File: src/rtl/fetch_decode_buffer.sv
// ---------------------------------------------------------------------------
// fetch_decode_buffer
//
// IF/ID pipeline register on the decode side. It receives 64-bit fetch packets
// {sideband[15:0], pc_plus[31:0], instr[15:0]} and presents one complete
// instruction per cycle to decode. A first word with In[IMM_FLAG_BIT]=1 is
// held in pending registers until its 16-bit immediate arrives in the next
// fetch word. While that first word waits, the output shows a NOP bubble.
//
// Optional build macro: FDB_STALL_COUNT_EN adds a saturating Stall_Count port.
//
// Ports:
//   Clk         clock; all state updates on the rising edge
//   Rst         asynchronous active-high reset
//   In          fetch packet {sideband, pc_plus, instr}
//   Stall       hold every register (pending registers included)
//   Flush       discard buffered content and the current word; wins over Stall
//   Out_Instr   first instruction word (NOP_WORD on reset, flush or bubble)
//   Out_Imm     zero-extended immediate word (0 for one-word instructions)
//   Out_PC      pc_plus captured with the first word
//   Out_Side    sideband captured with the first word
//   Out_Valid   Out_* hold a complete instruction
//   Fetch_Hold  combinational; high while waiting for an immediate word
//   Stall_Count (FDB_STALL_COUNT_EN only) saturating count of stall cycles
// ---------------------------------------------------------------------------
module fetch_decode_buffer #(
    parameter int          IMM_FLAG_BIT = 15,
    parameter logic [15:0] NOP_WORD     = 16'h0000
) (
    input  logic        Clk,
    input  logic        Rst,
    input  logic [63:0] In,
    input  logic        Stall,
    input  logic        Flush,
    output logic [15:0] Out_Instr,
    output logic [31:0] Out_Imm,
    output logic [31:0] Out_PC,
    output logic [15:0] Out_Side,
    output logic        Out_Valid,
    output logic        Fetch_Hold
`ifdef FDB_STALL_COUNT_EN
    ,
    output logic [15:0] Stall_Count
`endif
);

    typedef enum logic {S_FIRST = 1'b0, S_IMM = 1'b1} state_t;

    state_t      state_reg, state_next;
    logic [15:0] pend_instr_reg, pend_instr_next;
    logic [31:0] pend_pc_reg, pend_pc_next;
    logic [15:0] pend_side_reg, pend_side_next;
    logic [15:0] instr_reg, instr_next;
    logic [31:0] imm_reg, imm_next;
    logic [31:0] pc_reg, pc_next;
    logic [15:0] side_reg, side_next;
    logic        valid_reg, valid_next;

    wire [15:0] in_side  = In[63:48];
    wire [31:0] in_pc    = In[47:16];
    wire [15:0] in_instr = In[15:0];

    always_ff @(posedge Clk or posedge Rst) begin
        if (Rst) begin
            state_reg      <= S_FIRST;
            pend_instr_reg <= 16'h0000;
            pend_pc_reg    <= 32'h0;
            pend_side_reg  <= 16'h0000;
            instr_reg      <= NOP_WORD;
            imm_reg        <= 32'h0;
            pc_reg         <= 32'h0;
            side_reg       <= 16'h0000;
            valid_reg      <= 1'b0;
        end else begin
            state_reg      <= state_next;
            pend_instr_reg <= pend_instr_next;
            pend_pc_reg    <= pend_pc_next;
            pend_side_reg  <= pend_side_next;
            instr_reg      <= instr_next;
            imm_reg        <= imm_next;
            pc_reg         <= pc_next;
            side_reg       <= side_next;
            valid_reg      <= valid_next;
        end
    end

    always_comb begin
        // Default: hold everything (this is also the stall behaviour).
        state_next      = state_reg;
        pend_instr_next = pend_instr_reg;
        pend_pc_next    = pend_pc_reg;
        pend_side_next  = pend_side_reg;
        instr_next      = instr_reg;
        imm_next        = imm_reg;
        pc_next         = pc_reg;
        side_next       = side_reg;
        valid_next      = valid_reg;

        if (Flush) begin
            state_next      = S_FIRST;
            pend_instr_next = 16'h0000;
            pend_pc_next    = 32'h0;
            pend_side_next  = 16'h0000;
            instr_next      = NOP_WORD;
            imm_next        = 32'h0;
            pc_next         = 32'h0;
            side_next       = 16'h0000;
            valid_next      = 1'b0;
        end else if (!Stall) begin
            case (state_reg)
                S_FIRST: begin
                    if (In[IMM_FLAG_BIT]) begin
                        // First half of a two-word instruction: park it and
                        // show a bubble until the immediate arrives.
                        pend_instr_next = in_instr;
                        pend_pc_next    = in_pc;
                        pend_side_next  = in_side;
                        instr_next      = NOP_WORD;
                        imm_next        = 32'h0;
                        pc_next         = 32'h0;
                        side_next       = 16'h0000;
                        valid_next      = 1'b0;
                        state_next      = S_IMM;
                    end else begin
                        instr_next = in_instr;
                        imm_next   = 32'h0;
                        pc_next    = in_pc;
                        side_next  = in_side;
                        valid_next = 1'b1;
                    end
                end
                S_IMM: begin
                    // The whole 16-bit word is immediate data, flag bit included.
                    instr_next = pend_instr_reg;
                    imm_next   = {16'h0000, in_instr};
                    pc_next    = pend_pc_reg;
                    side_next  = pend_side_reg;
                    valid_next = 1'b1;
                    state_next = S_FIRST;
                end
                default: state_next = S_FIRST;
            endcase
        end
    end

    assign Out_Instr  = instr_reg;
    assign Out_Imm    = imm_reg;
    assign Out_PC     = pc_reg;
    assign Out_Side   = side_reg;
    assign Out_Valid  = valid_reg;
    assign Fetch_Hold = (state_reg == S_IMM);

`ifdef FDB_STALL_COUNT_EN
    logic [15:0] stall_count_reg;

    // Counts only genuine stall cycles; a flush cycle does not count and does
    // not clear the counter.
    always_ff @(posedge Clk or posedge Rst) begin
        if (Rst) begin
            stall_count_reg <= 16'h0000;
        end else if (Stall && !Flush && (stall_count_reg != 16'hFFFF)) begin
            stall_count_reg <= stall_count_reg + 16'h0001;
        end
    end

    assign Stall_Count = stall_count_reg;
`endif

endmodule

File: config.mk
export PLATFORM = sky130hd
export DESIGN_NAME = fetch_decode_buffer
export DESIGN_NICKNAME = d
export VERILOG_FILES = /design/src/rtl/fetch_decode_buffer.sv
export SDC_FILE = /design/constraint.sdc
export NUM_CORES = 1
export LEC_CHECK = 0
export ABC_AREA = 1
export CORE_ASPECT_RATIO = 0.7
export CORE_MARGIN = 2
export CORE_UTILIZATION = 50
export CTS_CLUSTER_SIZE = 30
export DETAILED_ROUTE_END_ITERATION = 8
export HOLD_SLACK_MARGIN = 0.02
export PLACE_DENSITY = 0.91
export SKIP_CTS_REPAIR_TIMING = 1
export SLEW_MARGIN = 10
export SYNTH_ARGS = -nofsm -noshare
export SYNTH_HDL_FRONTEND = slang
export SYNTH_SLANG_ARGS = --single-unit
File: constraint.sdc
create_clock -name Clk -period 5.7 [get_ports Clk]
set_input_delay 1.14 -clock Clk [delete_from_list [all_inputs] [get_ports Clk]]
set_output_delay 1.14 -clock Clk [all_outputs]
set_load 0.05 [all_outputs]
* After elaboration in Yosys (flattened, before gate mapping) *
Index checks and enable logic that the tools add are counted.

cells by class
  reduce and logical (&&, ||, !) cells = 2
  bitwise gates (word level) = 1
  eq/ne operators = 2
  mux-type cells = 35

operators with widths
  cell                  number
  $mux W32              9
  $mux W16              13
  $pmux W32 S2          2
  $pmux W16 S2          2
  $mux W15              1
  $mux W1               6
  $pmux W1 S2           2
  $reduce_and A3 Y1     1
  $ne A2 B1 Y1 const B  1
  $ne A2 B2 Y1 const B  1
  $reduce_bool A2 Y1    1
  $not A1 Y1            1

word-level totals
  output and inout port bits = 98
  register bits = 162

* Logic depth before layout (Yosys ltp) *
  depth after elaboration = 4
  mapped depth = 7
  depth with buffers taken out = 5

* Worst setup path before layout *
OpenSTA, ideal clock, no wires.

  path type = input-to-reg
  start = input Stall
  end = register pend_pc_reg[0]
  data required time = 5.581 ns
  library setup time = 0.119 ns
  setup slack = 3.806 ns
  stages = 6
  buffers on the path = 2
  data arrival time = 1.775 ns
  path through = inv_2 > nand3_1 > buf_2 > buf_4 > nand3_1 > nand2_1

between the ends
  longest elaborated chain between the ends = 2

RTL lines
  what                                line  text
  start: declaration                  33    input logic Stall,
  $ne A2 B1 Y1 (no source line)       --
  $reduce_and A3 Y1 (no source line)  --
  end signal: assignment              77    pend_pc_reg <= pend_pc_next;
  end: declaration                    51    logic [31:0] pend_pc_reg, pend_pc_next;

Every way passes these cells.
A chain may end at the register's enable or synchronous reset.

* Worst setup path in the final report *
  start = register state_reg, in the netlist Fetch_Hold
  end = output Fetch_Hold

RTL lines
  what                      line  text
  start: declaration        49    state_t state_reg, state_next;
  start signal: assignment  75    state_reg <= state_next;
  end: declaration          40    output logic Fetch_Hold

No word-level cell between the ends.

==> run metrics <==
GRT Resource Usage Total 26.32%; R2R depth 5; slowest stage cell, crit path clkdlybuf4s50_1; outcome finished clean; DR DRC count 0; reg2reg start Fetch_Hold; CTS tree yes; Crit Path Max Fanout 65; Unique masters post-synth 16; synth warn 0; initial antenna violation count 0; Die H 101.0 um; Final Worst Setup Slack 2266 ps; Worst Hold Endpoint Out_Side[5]; Final setup viols 0; PortBufs 149; row count 35; clock slew at reported path FFs 60 ps; Final Hold Fails 0; clock share of power 42.4%; core area 13140 um^2; Ports 166; most area-consuming cells after synthesis dfrtp_1 (54%), nand2_1 (27%), nand3_1 (6.0%); placed cells 1121; Setup TNS 0 ps; max-cap viol count 0; Seq/Total Area, Yosys 54.35%; Int Power 0.001846 W; DRT iter0 DRCs 558; Antenna Cells 0; die area 14400 um^2; grt total ovfl 0; Top FF cell, synth dfrtp_1; clock buffer depth 2; CP endpoint kind output pin; Non-Filler Instances 1152; R2R setup slack 2790 ps; synth cell count leaders nand2_1 (479), dfrtp_1 (146), nand3_1 (80), nand4_1 (63), buf_2 (28); clk sinks 146; startpoint types flop; RSZ-0062 raised after global routing false; #FFs+latches synth 146; CP Data Arrival Time 2290 ps; CTS Root Buffer Type clkbuf_16; Pins Over Slew Limit 0; fin util 66.51%; Placer Congestion 0.7986; worst r2r dst pend_instr_reg[3]; DR vias/cell 5.371; Netlist Area Pre-Place 6723 um^2; first-pass GRT wire length 29890 um; Switching Fraction 28.32%; Syn Inst Count 862; Avg Cell Area, Syn 7.799 um^2; Final ANT Viol Nets 0; Tcrit/Tclk final 60.24%; Hold Crit Start Out_Side[5]; FFs w/ async S/R, synth 100.0%; Slew @ Worst Pin 1220 ps; P_leak 4.637 nW; crit-path max cell delay 950 ps; Starting Density 51.17%; layout cell share with drive strength beyond 1 5.172%; Setup WS pre-CTS 2246 ps; crit path cell chain buf_4 -> clkdlybuf4s50_1; worst vdd ir 0.2242 mV; DRT Pass-1 Iters 5; area leader, netlist dfrtp_1; wire per inst 15.68 um; routed vias 6187; Yosys top cell area share 54.35%; largest net degree at the start of global routing 129; hpwl dp 11000 um; # nets final 1042; max_slew headroom 18.66%; Crit path buffers/inverters 2; WHS Path Cells 2; Die W 142.6 um; cell family contributing the most delay on the critical path buffers and inverters; Psw 0.0007291 W; Cell Pwr Density 294.7 nW/um^2; TritonCTS buffer count 17; Area growth syn-to-layout 29.98%; skew final 16.81 ps; hold slack 477.7 ps; vias in the first global route 5934; Final min period 3434 ps; combinational power share 14.7%; Reg power frac 43.0%; Crit path depth 2; H-tree depth 4; fmax 291.2 MHz; routed wire length 18060 um; WS Path Type reg -> out; number of enable-type register cells in the synthesized netlist 0; dominant cell by count in the synthesized netlist nand2_1; Worst-Skew Late Latency 420 ps; hold crit path type reg -> reg; Req. time, crit path 4560 ps
-- cells by family (layout without fill, tap and decap cells) --
logic type             Yosys count  in the layout  synth area share [%]
DFF                            146            146                 54.35
other                            1             16               0.05578
and+or+nand+nor                628            628                 39.05
buffers and inverters           85            194                 6.384
AOI/OAI and AO/OA                2              2                0.1675
-- through the flow --
step	area, um^2	total power (W)
floorplan	6779	0.001365
finish	8738	0.002575
global route	8738	0.002668
global placement	8158	0.001491
CTS	8736	0.002587
detailed placement	8158	0.001498
-- cell type report --
| class | count | area (um^2) |
|---|---|---|
| clock buffers | 18 | 439.2 |
| clock inverters | 13 | 138.9 |
| fillers | 1011 | 4399 |
| inverters | 6 | 30.03 |
| multi-input cells | 646 | 2716 |
| flip-flops and latches | 146 | 3655 |
| well taps | 166 | 207.7 |
| repair buffers | 157 | 1551 |
-- power groups by stage --
| stage | Sequential (W) | Combinational, W | Clock, W |
|---|---|---|---|
| after detailed placement | 0.00112 | 0.000376 | 0 |
| after global placement | 0.00112 | 0.000369 | 0 |
| after CTS | 0.00111 | 0.000378 | 0.00110 |
| after global routing | 0.00111 | 0.000409 | 0.00115 |
| after floorplan | 0.00119 | 0.000172 | 0 |
| final | 0.00111 | 0.000378 | 0.00109 |
-- tightest hold or removal path, stage by stage, from the launching register on --
cell and delay [ps]:
dfrtp_1 340, nand2_1 50, nand2_1 60
-- how the worst max path moves through the flow --
stage | to | slack (ps) | startpoint
2_1_floorplan | Fetch_Hold | 640 | Rst
3_3_place_gp | pend_instr_reg[1] | 2340 | Stall
3_5_place_dp | pend_instr_reg[15] | 2250 | Stall
4_1_cts | Fetch_Hold | 2250 | Fetch_Hold
5_1_grt | Fetch_Hold | 2200 | Fetch_Hold
6_report | Fetch_Hold | 2270 | Fetch_Hold
-- layer usage --
| metal | vias up | GRT usage (%) | wire length (um) |
|---|---|---|---|
| met4 | 0 | 7.540 | 227 |
| met1 | 2903 | 37.21 | 7896 |
| li1 | 2949 | - | - |
| met5 | - | 0 | 0 |
| met2 | 308 | 39.76 | 8104 |
| met3 | 27 | 7.791 | 1835 |
-- layout by cell type (no fill, tap or decap) --
cell / count
buf_4: 8
bufinv_16: 2
clkbuf_16: 17
clkbuf_8: 1
clkdlybuf4s50_1: 149
clkinv_2: 3
clkinv_4: 3
clkinvlp_4: 5
conb_1: 16
dfrtp_1: 145
dfrtp_2: 1
inv_2: 4
inv_4: 1
inv_6: 1
nand2_1: 479
nand3_1: 79
nand3_2: 1
nand4_1: 63
nor2_1: 2
nor2_2: 1
nor2_4: 3
o21ai_0: 1
o22ai_1: 1
Power figures use the tool's default switching activity.
